[src/rtl/rom_loader_pkg.sv]
// Shared definitions for the instruction-RAM loader: FSM state encoding,
// instruction width and frame byte counts.
// Optional feature macro: ROM_LOADER_CHECKSUM_EN (adds the CHK state).
package rom_loader_pkg;

  localparam int INSTR_WIDTH = 28;
  localparam int LEN_BYTES   = 2;
  localparam int WORD_BYTES  = 4;
  localparam int LEN_WIDTH   = 8 * LEN_BYTES;

  // Explicit encodings keep the state values stable across both builds.
  typedef enum logic [2:0] {
    ST_IDLE   = 3'd0,
    ST_LEN_HI = 3'd1,
    ST_LEN_LO = 3'd2,
    ST_DATA   = 3'd3,
    ST_DONE   = 3'd5,
    ST_ERROR  = 3'd6
`ifdef ROM_LOADER_CHECKSUM_EN
    ,
    ST_CHK    = 3'd4
`endif
  } state_e;

  // States in which the loader consumes stream bytes.
  function automatic logic takes_bytes(input state_e s);
    logic r;
    r = (s == ST_LEN_HI) || (s == ST_LEN_LO) || (s == ST_DATA);
`ifdef ROM_LOADER_CHECKSUM_EN
    r = r || (s == ST_CHK);
`endif
    return r;
  endfunction

endpackage

[src/rtl/rom_loader_instr_assembler.sv]
// Collects four stream bytes into one instruction word. Only the low 20 bits
// of the first three bytes are kept, since the top nibble of the first byte
// is discarded; the word is completed combinationally with the fourth byte.
module rom_loader_instr_assembler
  import rom_loader_pkg::*;
(
  input  logic                   clk,
  input  logic                   rst_n,
  input  logic                   clear_i,
  input  logic                   push_i,
  input  logic [7:0]             byte_i,
  output logic                   word_done_o,
  output logic [INSTR_WIDTH-1:0] word_o
);

  localparam int HELD_BITS = INSTR_WIDTH - 8;

  logic [1:0]           cnt_q;
  logic [HELD_BITS-1:0] held_q;

  assign word_done_o = push_i && (cnt_q == 2'(WORD_BYTES - 1));
  assign word_o      = {held_q, byte_i};

  // Byte position counter and partial-word shift register.
  always_ff @(posedge clk or negedge rst_n) begin
    if (!rst_n) begin
      // NOTE: state updates use <= so every flop samples pre-edge values.
      cnt_q  <= '0;
      held_q <= '0;
    end else if (clear_i) begin
      cnt_q  <= '0;
      held_q <= '0;
    end else if (push_i) begin
      cnt_q  <= cnt_q + 2'd1;
      held_q <= HELD_BITS'({held_q, byte_i});
    end
  end

endmodule

[src/rtl/rom_loader.sv]
// Writer side of the instruction memory: receives a length-prefixed byte
// stream, assembles 28-bit instructions, writes them to sequential RAM
// addresses and keeps the core in reset until the program is complete.
// Optional feature macro: ROM_LOADER_CHECKSUM_EN (trailing XOR checksum byte).
module rom_loader
  import rom_loader_pkg::*;
#(
  parameter int ADDR_WIDTH = 16,
  parameter int DEPTH      = 256
) (
  input  logic                   Clock,
  input  logic                   Reset,
  input  logic                   iStart,
  input  logic                   iByteValid,
  input  logic [7:0]             iByte,
  output logic                   oByteReady,
  output logic                   oWriteEnable,
  output logic [ADDR_WIDTH-1:0]  oWriteAddress,
  output logic [INSTR_WIDTH-1:0] oWriteData,
  output logic                   oCpuReset,
  output logic                   oDone,
  output logic                   oError
);

  localparam logic [LEN_WIDTH-1:0] DEPTH_N = LEN_WIDTH'(DEPTH);

`ifdef ROM_LOADER_CHECKSUM_EN
  localparam state_e AFTER_DATA = ST_CHK;
`else
  localparam state_e AFTER_DATA = ST_DONE;
`endif

  state_e                 state_q, state_d;
  logic                   byte_ready_q, byte_ready_d;
  logic                   write_en_q, write_en_d;
  logic [ADDR_WIDTH-1:0]  wr_addr_q, wr_addr_d;
  logic [INSTR_WIDTH-1:0] wr_data_q, wr_data_d;
  logic                   cpu_reset_q, cpu_reset_d;
  logic                   done_q, done_d;
  logic                   error_q, error_d;

  logic [7:0]             len_hi_q;
  logic [LEN_WIDTH-1:0]   len_last_q;
  logic [ADDR_WIDTH-1:0]  addr_q;

  logic                   accept;
  logic                   start_ok;
  logic [LEN_WIDTH-1:0]   len_n;
  logic                   word_done;
  logic [INSTR_WIDTH-1:0] word;
  logic                   last_word;

  assign accept    = iByteValid && byte_ready_q;
  assign start_ok  = iStart && ((state_q == ST_IDLE) || (state_q == ST_DONE) ||
                                (state_q == ST_ERROR));
  assign len_n     = {len_hi_q, iByte};
  assign last_word = word_done && (addr_q == ADDR_WIDTH'(len_last_q));

  rom_loader_instr_assembler u_asm (
    .clk        (Clock),
    .rst_n      (Reset),
    .clear_i    (start_ok),
    .push_i     (accept && (state_q == ST_DATA)),
    .byte_i     (iByte),
    .word_done_o(word_done),
    .word_o     (word)
  );

`ifdef ROM_LOADER_CHECKSUM_EN
  logic [7:0] acc_q;

  // Running XOR over every accepted length and data byte.
  always_ff @(posedge Clock or negedge Reset) begin
    if (!Reset) begin
      acc_q <= '0;
    end else if (start_ok) begin
      acc_q <= '0;
    end else if (accept && (state_q != ST_CHK)) begin
      acc_q <= acc_q ^ iByte;
    end
  end
`endif

  // FSM state register.
  always_ff @(posedge Clock or negedge Reset) begin
    if (!Reset) begin
      state_q <= ST_IDLE;
    end else begin
      state_q <= state_d;
    end
  end

  // FSM next-state logic.
  always_comb begin
    // NOTE: default first so every path assigns state_d and no latch forms.
    state_d = state_q;
    case (state_q)
      ST_IDLE, ST_DONE, ST_ERROR: begin
        if (iStart) state_d = ST_LEN_HI;
      end
      ST_LEN_HI: begin
        if (accept) state_d = ST_LEN_LO;
      end
      ST_LEN_LO: begin
        if (accept) begin
          if (len_n > DEPTH_N)   state_d = ST_ERROR;
          else if (len_n == '0)  state_d = AFTER_DATA;
          else                   state_d = ST_DATA;
        end
      end
      ST_DATA: begin
        if (last_word) state_d = AFTER_DATA;
      end
`ifdef ROM_LOADER_CHECKSUM_EN
      ST_CHK: begin
        if (accept) state_d = (iByte == acc_q) ? ST_DONE : ST_ERROR;
      end
`endif
      default: state_d = ST_IDLE;
    endcase
  end

  // FSM output decode into next values of the registered outputs. oDone
  // follows DONE one cycle late, which keeps it clear of the final write
  // strobe, and drops on the same edge that honours an iStart from DONE.
  always_comb begin
    byte_ready_d = takes_bytes(state_d);
    done_d       = (state_q == ST_DONE) && !iStart;
    cpu_reset_d  = !done_d;
    error_d      = (state_d == ST_ERROR);
    write_en_d   = word_done;
    wr_addr_d    = word_done ? addr_q : wr_addr_q;
    wr_data_d    = word_done ? word   : wr_data_q;
  end

  // Registered outputs.
  always_ff @(posedge Clock or negedge Reset) begin
    if (!Reset) begin
      byte_ready_q <= 1'b0;
      write_en_q   <= 1'b0;
      wr_addr_q    <= '0;
      wr_data_q    <= '0;
      cpu_reset_q  <= 1'b1;
      done_q       <= 1'b0;
      error_q      <= 1'b0;
    end else begin
      byte_ready_q <= byte_ready_d;
      write_en_q   <= write_en_d;
      wr_addr_q    <= wr_addr_d;
      wr_data_q    <= wr_data_d;
      cpu_reset_q  <= cpu_reset_d;
      done_q       <= done_d;
      error_q      <= error_d;
    end
  end

  // Length capture and write address counter; the counter advances at the
  // end of each strobe so it equals the index of the word being assembled.
  always_ff @(posedge Clock or negedge Reset) begin
    if (!Reset) begin
      len_hi_q   <= '0;
      len_last_q <= '0;
      addr_q     <= '0;
    end else begin
      if ((state_q == ST_LEN_HI) && accept) len_hi_q <= iByte;
      if ((state_q == ST_LEN_LO) && accept) len_last_q <= len_n - LEN_WIDTH'(1);
      if (start_ok)        addr_q <= '0;
      else if (write_en_q) addr_q <= addr_q + ADDR_WIDTH'(1);
    end
  end

  assign oByteReady    = byte_ready_q;
  assign oWriteEnable  = write_en_q;
  assign oWriteAddress = wr_addr_q;
  assign oWriteData    = wr_data_q;
  assign oCpuReset     = cpu_reset_q;
  assign oDone         = done_q;
  assign oError        = error_q;

endmodule

[config.mk]
export PLATFORM = sky130hd
export DESIGN_NAME = rom_loader
export DESIGN_NICKNAME = d
export VERILOG_FILES = /design/src/rtl/rom_loader_pkg.sv /design/src/rtl/rom_loader_instr_assembler.sv /design/src/rtl/rom_loader.sv
export SDC_FILE = /design/constraint.sdc
export NUM_CORES = 1
export LEC_CHECK = 0
export BUFFER_PORTS_ARGS = -buffer_cell sky130_fd_sc_hd__buf_2
export CORE_ASPECT_RATIO = 0.7
export CORE_MARGIN = 2
export CORE_UTILIZATION = 45
export CTS_CLUSTER_DIAMETER = 200
export DETAILED_ROUTE_END_ITERATION = 16
export SLEW_MARGIN = 20
export SYNTH_ARGS = -nofsm -noshare
export SYNTH_HDL_FRONTEND = slang
export SYNTH_SLANG_ARGS = --single-unit
[constraint.sdc]
create_clock -name Clock -period 3.57 [get_ports Clock]
set_clock_uncertainty 0.1 [all_clocks]
set_input_delay 0.1785 -clock Clock [delete_from_list [all_inputs] [get_ports Clock]]
set_output_delay 0.1785 -clock Clock [all_outputs]
set_load 0.05 [all_outputs]
Word-level counts from Yosys, hierarchy flattened
Index checks and enable logic that the tools add are counted.
- output and inout bits: 49
- register bits: 114
- word-level logic and storage cells: 60
- eq/ne operators: 11
- add/sub/neg operators: 3
- multiplexer cells: 13
- magnitude comparators: 1
- reduce and logical (&&, ||, !) cells: 19
- operators by type and width (operator ; number):
    2-to-1 mux 20 bit ; 2
    2-to-1 mux 16 bit ; 2
    2-to-1 mux 3 bit ; 6
    adder 16 x 1 -> 16 bit (second input constant) ; 1
    == test 16 bit ; 1
    greater-than comparator 16 x 9 -> 1 bit (second input constant) ; 1
    logical NOT 16 bit ; 1
    subtractor 16 x 1 -> 16 bit (second input constant) ; 1
    == test 3 x 2 -> 1 bit (second input constant) ; 4
    one-hot mux 3 bit (4 select lines) ; 1
    == test 3 bit (second input constant) ; 3
    logical AND 1 bit ; 8
    == test 3 x 1 -> 1 bit (second input constant) ; 2
    logical OR 1 bit ; 4
    2-to-1 mux 2 bit ; 2
    nonzero test 2 bit ; 2
    logical NOT 3 bit ; 1
    OR reduction 3 bit ; 1
    adder 2 x 1 -> 2 bit (second input constant) ; 1
    == test 2 bit (second input constant) ; 1
    logical NOT 1 bit ; 2

Logic depth before layout (Yosys ltp)
Gate-level depths: netlist (run 1).
- word-level depth: 9
- gate-level depth with buffers: 8

By module
A second synthesis (run 1) with hierarchy kept.
- cells, all modules: 420
- area, all modules: 5079.9 µm²
- modules (own cells, without submodules) (module ; times used ; seq. area each (µm²) ; cells an instance ; area an instance (µm²)):
    rom_loader ; 1 ; 2303.5 ; 339 ; 4086.4
    rom_loader_instr_assembler ; 1 ; 550.5 ; 81 ; 993.5

Worst setup path after synthesis (run 1)
OpenSTA, ideal clock, no wires.
- path type: register to register
- start: register byte_ready_q, in the netlist oByteReady
- end: register wr_data_q[15], in the netlist oWriteData[15]
- cell stages (with the launch flop): 7
- library setup time: 125 ps
- data arrival time: 1899 ps
- slack: 1446 ps
- required time: 3345 ps
- path through: dfrtp_1 nand2_1 nor2_1 and3_1 buf_2 buf_2 mux2_2
- cells in the longest elaborated chain, start to end: 3
- RTL lines (element ; RTL line ; RTL):
    start: declaration ; rom_loader.sv:34 ; logic byte_ready_q, byte_ready_d;
    start signal: assignment ; rom_loader.sv:147 ; byte_ready_q <= byte_ready_d;
    logical AND 1 bit ; rom_loader.sv:53 ; assign accept = iByteValid && byte_ready_q;
    logical AND 1 bit ; rom_loader.sv:63 ; .push_i (accept && (state_q == ST_DATA)),
    logical AND 1 bit ; rom_loader_instr_assembler.sv:21 ; assign word_done_o = push_i && (cnt_q == 2'(WORD_BYTES - 1));
    end signal: assignment ; rom_loader.sv:150 ; wr_data_q <= wr_data_d;
    end: declaration ; rom_loader.sv:37 ; logic [INSTR_WIDTH-1:0] wr_data_q, wr_data_d;
No other way between the ends.
A chain may end at the register's enable or synchronous reset.

Worst setup path after layout (run 1)
- start: register state_q[2]
- end: register byte_ready_q, in the netlist oByteReady
- cells in the longest elaborated chain, start to end: 9
- elaborated cells between the ends (all ways): 20
- RTL lines (element ; RTL line ; RTL):
    start: declaration ; rom_loader.sv:33 ; state_e state_q, state_d;
    start signal: assignment ; rom_loader.sv:89 ; state_q <= state_d;
    == test 3 x 2 -> 1 bit ; rom_loader.sv:63, rom_loader.sv:97 ;
    logical AND 1 bit ; rom_loader.sv:63 ;
    logical AND 1 bit ; rom_loader_instr_assembler.sv:21 ;
    logical AND 1 bit ; rom_loader.sv:57 ; assign last_word = word_done && (addr_q == ADDR_WIDTH'(len_last_q));
    2-to-1 mux 3 bit ; rom_loader.sv:112 ; if (last_word) state_d = AFTER_DATA;
    one-hot mux 3 bit (4 select lines) (*) ; rom_loader.sv:97 ; case (state_q)
    == test 3 x 1 -> 1 bit or == test 3 x 2 -> 1 bit (tied branches) ; rom_loader_pkg.sv:28 ; r = (s == ST_LEN_HI) || (s == ST_LEN_LO) || (s == ST_DATA);
    logical OR 1 bit ; rom_loader_pkg.sv:28 ;
    logical OR 1 bit (*) ; rom_loader_pkg.sv:28 ;
    via byte_ready_d ; rom_loader.sv:34 ;
The timed path passes the listed nets; every way through them passes the cells marked *.

==> impl_metrics.env, run 1 <==
export IMPL_worst_slew_pin_transition_ns=0.934
export IMPL_status="completed"
export IMPL_nNetsFinal=532
export IMPL_clockBufferDepth=2
export IMPL_min_period_ns=2.56
export IMPL_final_instance_count_excl_fill=682
export IMPL_required_ns=3.75
export IMPL_detail_route_antenna_nets=0
export IMPL_drtPass1Iterations=4
export IMPL_clk_latency_ns=0.41
export IMPL_synthFlopType="dfrtp_1"
export IMPL_netlist_area_um2=4980
export IMPL_placed_cells=642
export IMPL_crit_path_end_kind="flip-flop"
export IMPL_whs_endpoint="u_asm.held_q[5]$_DFFE_PN0P_"
export IMPL_pwr_density_cell_nw_per_um2=852
export IMPL_coreArea_um2=10900
export IMPL_drive_gt1_frac=0.251
export IMPL_cts_clk_slew_worst_paths_ns=0.05
export IMPL_die_area_um2=11900
export IMPL_cts_tree="yes"
export IMPL_cts_made_buffers=17
export IMPL_period_share=0.718
export IMPL_r2r_cells=6
export IMPL_p_leak_uw=0.00268
export IMPL_grt_ovfl_total=0
export IMPL_cts_setup_buffers=0
export IMPL_grt_pass1_vias=3095
export IMPL_dp_hpwl_um=7040
export IMPL_drc=0
export IMPL_tns_ns=0
export IMPL_fp_row_count=32
export IMPL_num_vias=3394
export IMPL_worstHoldStart="iByte[5]"
export IMPL_viasPerCell=4.98
export IMPL_crit_type="reg2reg"
export IMPL_antenna_found_initial=0
export IMPL_worstSetupStartpoint="state_q[2]$_DFF_PN0_"
export IMPL_max_freq_mhz=390
export IMPL_seq_area_frac_synth=0.574
export IMPL_syn_area_per_cell_um2=11.2
export IMPL_place_congestion=0.791
export IMPL_finalWirelength_um=10300
export IMPL_antenna_cells=0
export IMPL_syn_to_final_growth_pct=21.8
export IMPL_drv_cap=0
export IMPL_port_buffers=60
export IMPL_cts_root_buffer="clkbuf_16"
export IMPL_grt_pass1_wl_um=16600
export IMPL_finalHoldViolations=0
export IMPL_async_flop_share=1.00
export IMPL_die_h_um=92.0
export IMPL_start_util=0.457
export IMPL_rr_endpoint="oByteReady$_DFF_PN0_"
export IMPL_min_path_type="in2reg"
export IMPL_whs_ns=0.0333
export IMPL_drtIter0Drc=171
export IMPL_synth_net_count=460
export IMPL_grt_total_usage=0.188
export IMPL_h_tree_depth=4
export IMPL_die_x_um=130
export IMPL_grt_setup_unrepaired="no"
export IMPL_finish_utilization=0.557
export IMPL_synth_enable_flop_cells=0
export IMPL_post_drt_wl_per_cell_um=15.1
export IMPL_start_kind="flip-flop"
export IMPL_finalMaxSlewViolations=0
export IMPL_cp_max_fo=24
export IMPL_r2r_slack_ns=1.01
export IMPL_ir_drop_v=0.000636
export IMPL_syn_inst=444
export IMPL_cts_sinks=114
export IMPL_post_synth_num_cell_types=39
export IMPL_crit_arrival_ns=2.74
export IMPL_hold_depth=3
export IMPL_ios=61
export IMPL_grt_max_degree=68
export IMPL_crit_reg2reg_launch="state_q[2]$_DFF_PN0_"
export IMPL_relSlewSlack=0.375
export IMPL_ys_ff_latch=114
export IMPL_setup_violations=0
export IMPL_ys_warn_count=0
## timing repair
item                      in CTS  in global routing
hold buffers                   8                  0
hold endpoints to repair      75                  0
resized for setup              0                  0
## logic make-up (layout without fill, tap and decap cells)
family	after synthesis	after routing	share of synthesized area
buffers and inverters	26	111	0.0231
xor gates and xnor gates	45	45	0.0792
and+or+nand+nor	151	151	0.137
adders and majority gates	4	4	0.0101
DFF	114	114	0.574
AOI/OAI and AO/OA	51	51	0.0576
muxes	53	53	0.120
## worst max-delay path by stage
stage                                            end  depth (start not counted)
final                           oByteReady$_DFF_PN0_                          6
after global routing                oError$_DFF_PN0_                          6
after floorplan           oWriteData[15]$_DFFE_PN0P_                          6
after global placement     oWriteData[1]$_DFFE_PN0P_                          5
after CTS                       oByteReady$_DFF_PN0_                          6
after detailed placement        oByteReady$_DFF_PN0_                          6
## cells in the mapped netlist (3+ instances only)
library cell	instances	area [µm²]
xnor2_1	28	245
xor2_1	17	149
nor2_1	35	131
mux2_2	27	304
mux2_1	25	282
nand2b_1	3	18.8
clkbuf_1	12	45.0
dfrtp_1	113	2830
buf_2	5	25.0
o21ai_0	9	45.0
a31oi_1	3	18.8
a21oi_1	26	130
nand3_1	11	55.1
nand2_1	69	259
and2_1	3	18.8
ha_1	4	50.1
inv_1	5	18.8
nor4_1	4	25.0
o21ai_1	6	30.0
nor3_1	8	40.0
and3_1	6	37.5
nand4_1	5	31.3
## through the flow
stage                     worst slack, ns  instance area [µm²]  total power [µW]
after floorplan                      1.45                 4980              3230
after global placement               1.12                 5430              3630
after detailed placement             1.05                 5430              3660
after CTS                            1.03                 6060              5220
after global routing                0.819                 6060              5440
final                                1.01                 6060              5170
## critical path, cell delays in order, from the launching register on
cell and delay (ns):
dfrtp_1 0.49, nand2b_1 0.26, nor2_1 0.14, and3_2 0.61, nand3_1 0.26, a211oi_1 0.47, a2bb2oi_2 0.10
## cell usage in the layout (no fill, tap or decap), types with 3 or more instances in the layout
cell type      count
a21oi_1           26
a31oi_1            3
and2_1             3
and3_1             5
buf_2             59
buf_4              5
clkbuf_16         17
clkinv_2           7
clkinvlp_4         3
dfrtp_1          113
dlygate4sd3_1      8
ha_1               4
inv_1              5
mux2_1            25
mux2_2            27
nand2_1           69
nand2b_1           3
nand3_1           11
nand4_1            5
nor2_1            35
nor3_1             7
nor4_1             4
o21ai_0            9
o21ai_1            6
xnor2_1           28
xor2_1            17
## registers in the layout (all words and copies together), names as in the netlist
name	cells
oCpuReset	1
u_asm.held_q	20
u_asm.cnt_q	2
oWriteEnable	1
oWriteData	28
len_last_q	16
oDone	1
state_q	3
addr_q	16
len_hi_q	8
oError	1
oByteReady	1
oWriteAddress	16
## report_power, final
part	switching (µW)	internal, µW
logic	1200	515
registers	279	1640
clock network	554	981
## layer usage
layer | share of wire | GRT usage | wire, µm
met1 | 0.53 | 0.296 | 5460
met2 | 0.40 | 0.241 | 4160
met3 | 0.053 | 0.0484 | 550
met4 | 0.010 | 0.0780 | 106
met5 | 0 | 0 | 0
## layout make-up
type	count	area, µm²
clock buffer	21	460
clock inverter	11	87.6
fill	963	4830
inverter	6	22.5
multi-input combinational	304	2010
sequential	114	2850
tap	153	191
timing repair buffer	73	433
(Power assumes the default switching activity.)
==> inputs of run 2 (changes only) <==
Settings changed: ABC_AREA from default to 1.
Clock period 3.57 ns to 2.7 ns, I/O delays scaled along.
==> run 2 against run 1 <==
Fmax up 29%. Routed wire length up 17%. First-iteration DRC count up 110%. Hold slack better by 0.085 ns. Via count up 25%. Clock-buffer cell count unchanged. Register-to-register slack worse by 0.30 ns. Global-route usage up 2.1 points. Non-clock buffer count up 4. Area after synthesis up 5.0%. Sequential power up 22%. Critical endpoint is now oError$_DFF_PN0_.
==> impl_metrics.env, run 2 <==
export IMPL_synth_enable_flop_cells=0
export IMPL_num_vias=4253
export IMPL_worst_slew_pin_transition_ns=0.599
export IMPL_grt_setup_unrepaired="no"
export IMPL_nNetsFinal=716
export IMPL_p_leak_uw=0.00343
export IMPL_coreArea_um2=11200
export IMPL_drc=0
export IMPL_cts_sinks=114
export IMPL_die_x_um=133
export IMPL_start_kind="flip-flop"
export IMPL_yosys_top_cells_area="dfrtp_1 (54%), nand2_1 (14%), inv_1 (5.9%), o21ai_0 (5.3%), nor2_1 (3.3%)"
export IMPL_syn_to_final_growth_pct=21.9
export IMPL_pwr_density_cell_nw_per_um2=961
export IMPL_synth_net_count=639
export IMPL_final_instance_count_excl_fill=865
export IMPL_status="completed"
export IMPL_grt_pass1_wl_um=20000
export IMPL_placed_cells=824
export IMPL_cts_setup_buffers=0
export IMPL_cts_made_buffers=17
export IMPL_largest_register_ffs=28
export IMPL_whs_ns=0.118
export IMPL_synthFlopType="dfrtp_1"
export IMPL_drive_gt1_frac=0.167
export IMPL_detail_route_antenna_nets=0
export IMPL_cts_clk_slew_worst_paths_ns=0.05
export IMPL_ios=61
export IMPL_period_share=0.737
export IMPL_cts_root_buffer="clkbuf_16"
export IMPL_finalWirelength_um=12100
export IMPL_crit_type="reg2reg"
export IMPL_crit_arrival_ns=2.22
export IMPL_cp_max_fo=22
export IMPL_tns_ns=0
export IMPL_min_period_ns=1.99
export IMPL_finalHoldViolations=0
export IMPL_layout_common_cells="nand2_1 (192), dfrtp_1 (113), inv_1 (82), buf_2 (59), o21ai_0 (55)"
export IMPL_fp_row_count=32
export IMPL_finish_utilization=0.570
export IMPL_die_area_um2=12500
export IMPL_min_path_type="in2async"
export IMPL_dp_hpwl_um=8720
export IMPL_ys_warn_count=0
export IMPL_h_tree_depth=4
export IMPL_syn_inst=623
export IMPL_post_synth_num_cell_types=33
export IMPL_drtIter0Drc=355
export IMPL_viasPerCell=4.92
export IMPL_ir_drop_v=0.000601
export IMPL_relSlewSlack=0.600
export IMPL_post_drt_wl_per_cell_um=14.0
export IMPL_yosysMostFrequentCell="nand2_1"
export IMPL_setup_violations=0
export IMPL_ys_ff_latch=114
export IMPL_cts_tree="yes"
export IMPL_antenna_cells=0
export IMPL_power_uw=6120
export IMPL_finalMaxSlewViolations=0
export IMPL_final_common_cell="nand2_1"
export IMPL_start_util=0.468
export IMPL_port_buffers=60
export IMPL_syn_area_per_cell_um2=8.38
export IMPL_netlist_area_um2=5220
export IMPL_die_h_um=94.1
export IMPL_async_flop_share=1.00
export IMPL_antenna_found_initial=0
export IMPL_synth_commonest_cells="nand2_1 (192), dfrtp_1 (113), inv_1 (82)"
export IMPL_place_congestion=0.890
export IMPL_crit_path_end_kind="flip-flop"
export IMPL_synth_top_area_cell="dfrtp_1"
export IMPL_clk_latency_ns=0.41
export IMPL_grt_max_degree=60
export IMPL_grt_ovfl_total=0
export IMPL_drtPass1Iterations=4
export IMPL_drv_cap=0
export IMPL_clockBufferDepth=2
export IMPL_seq_area_frac_synth=0.546
export IMPL_required_ns=2.93
export IMPL_synth_top_area_frac=0.541
export IMPL_grt_total_usage=0.209
export IMPL_grt_pass1_vias=3969
export IMPL_max_freq_mhz=503
[run 2: cell types whose count changed in the layout (fill, tap and decap cells not counted), sizes merged, moves of 22 or more]
cell	change
a22oi	+22
nand2	+126
xnor2	-24
inv	+80
o21ai	+44
mux2	-52
[run 2: worst paths after layout]
check,from,to,slack [ns],depth (start not counted)
max in group asynchronous,Reset,oCpuReset$_DFF_PN1_,1.63,3
worst min register to register,oWriteData[13]$_DFFE_PN0P_,oWriteData[13]$_DFFE_PN0P_,0.37,2
worst min-delay path,Reset,oWriteData[11]$_DFFE_PN0P_,0.12,2
worst max-delay path,oByteReady$_DFF_PN0_,oError$_DFF_PN0_,0.71,11
min in group Clock,iByteValid,state_q[1]$_DFF_PN0_,0.27,6
worst max register to register,oByteReady$_DFF_PN0_,oError$_DFF_PN0_,0.71,11
[run 2: stage by stage]
stage | worst slack (ns) | area (µm²)
after floorplan | 0.905 | 5220
after global placement | 0.758 | 5660
after detailed placement | 0.695 | 5660
after CTS | 0.689 | 6370
after global routing | 0.461 | 6370
final | 0.711 | 6370
[run 2: kinds of logic after synthesis]
logic type	Yosys count	synth area share
compound gates	104	0.113
buf+inv	106	0.0855
simple gates	286	0.231
xor+xnor	9	0.0151
fa+ha+maj	4	0.00958
flops	114	0.546
[run 2: per-layer routing]
layer,up-vias,share of wire,GRT usage
met5,-,0,0
li1,2129,-,-
met2,102,0.42,0.293
met1,2012,0.51,0.312
met4,0,0.012,0.0717
met3,10,0.057,0.0539
[run 2: layout make-up]
type,count,area (µm²)
clock buffer,21,470
clock inverter,10,133
fill,1002,4800
inverter,87,328
multi-input combinational,403,1920
sequential,114,2850
tap,153,191
timing repair buffer,77,468
[run 2: what timing repair did]
item / 4_1_cts / 5_1_grt
gates resized for setup: 0 / 0
endpoints found under the hold margin: 47 / 0
hold buffers: 10 / 0
[run 2: worst max-delay path, cell delays in order, from the launching register on]
cell and delay (ns):
dfrtp_1 0.38, nand2_1 0.14, inv_1 0.09, nand2_1 0.09
clkinv_2 0.20, nand2_4 0.28, nor2_1 0.10, nand3_1 0.17
nand2_1 0.09, nand2_1 0.10, nand2_1 0.05, nor2_1 0.11
[run 2: power by group]
group	leakage [µW]	switching, µW	internal [µW]
Sequential	0.00153	293	2060
Combinational	0.00161	1020	487
Clock	0.000291	748	1510
Total	0.00343	2070	4050
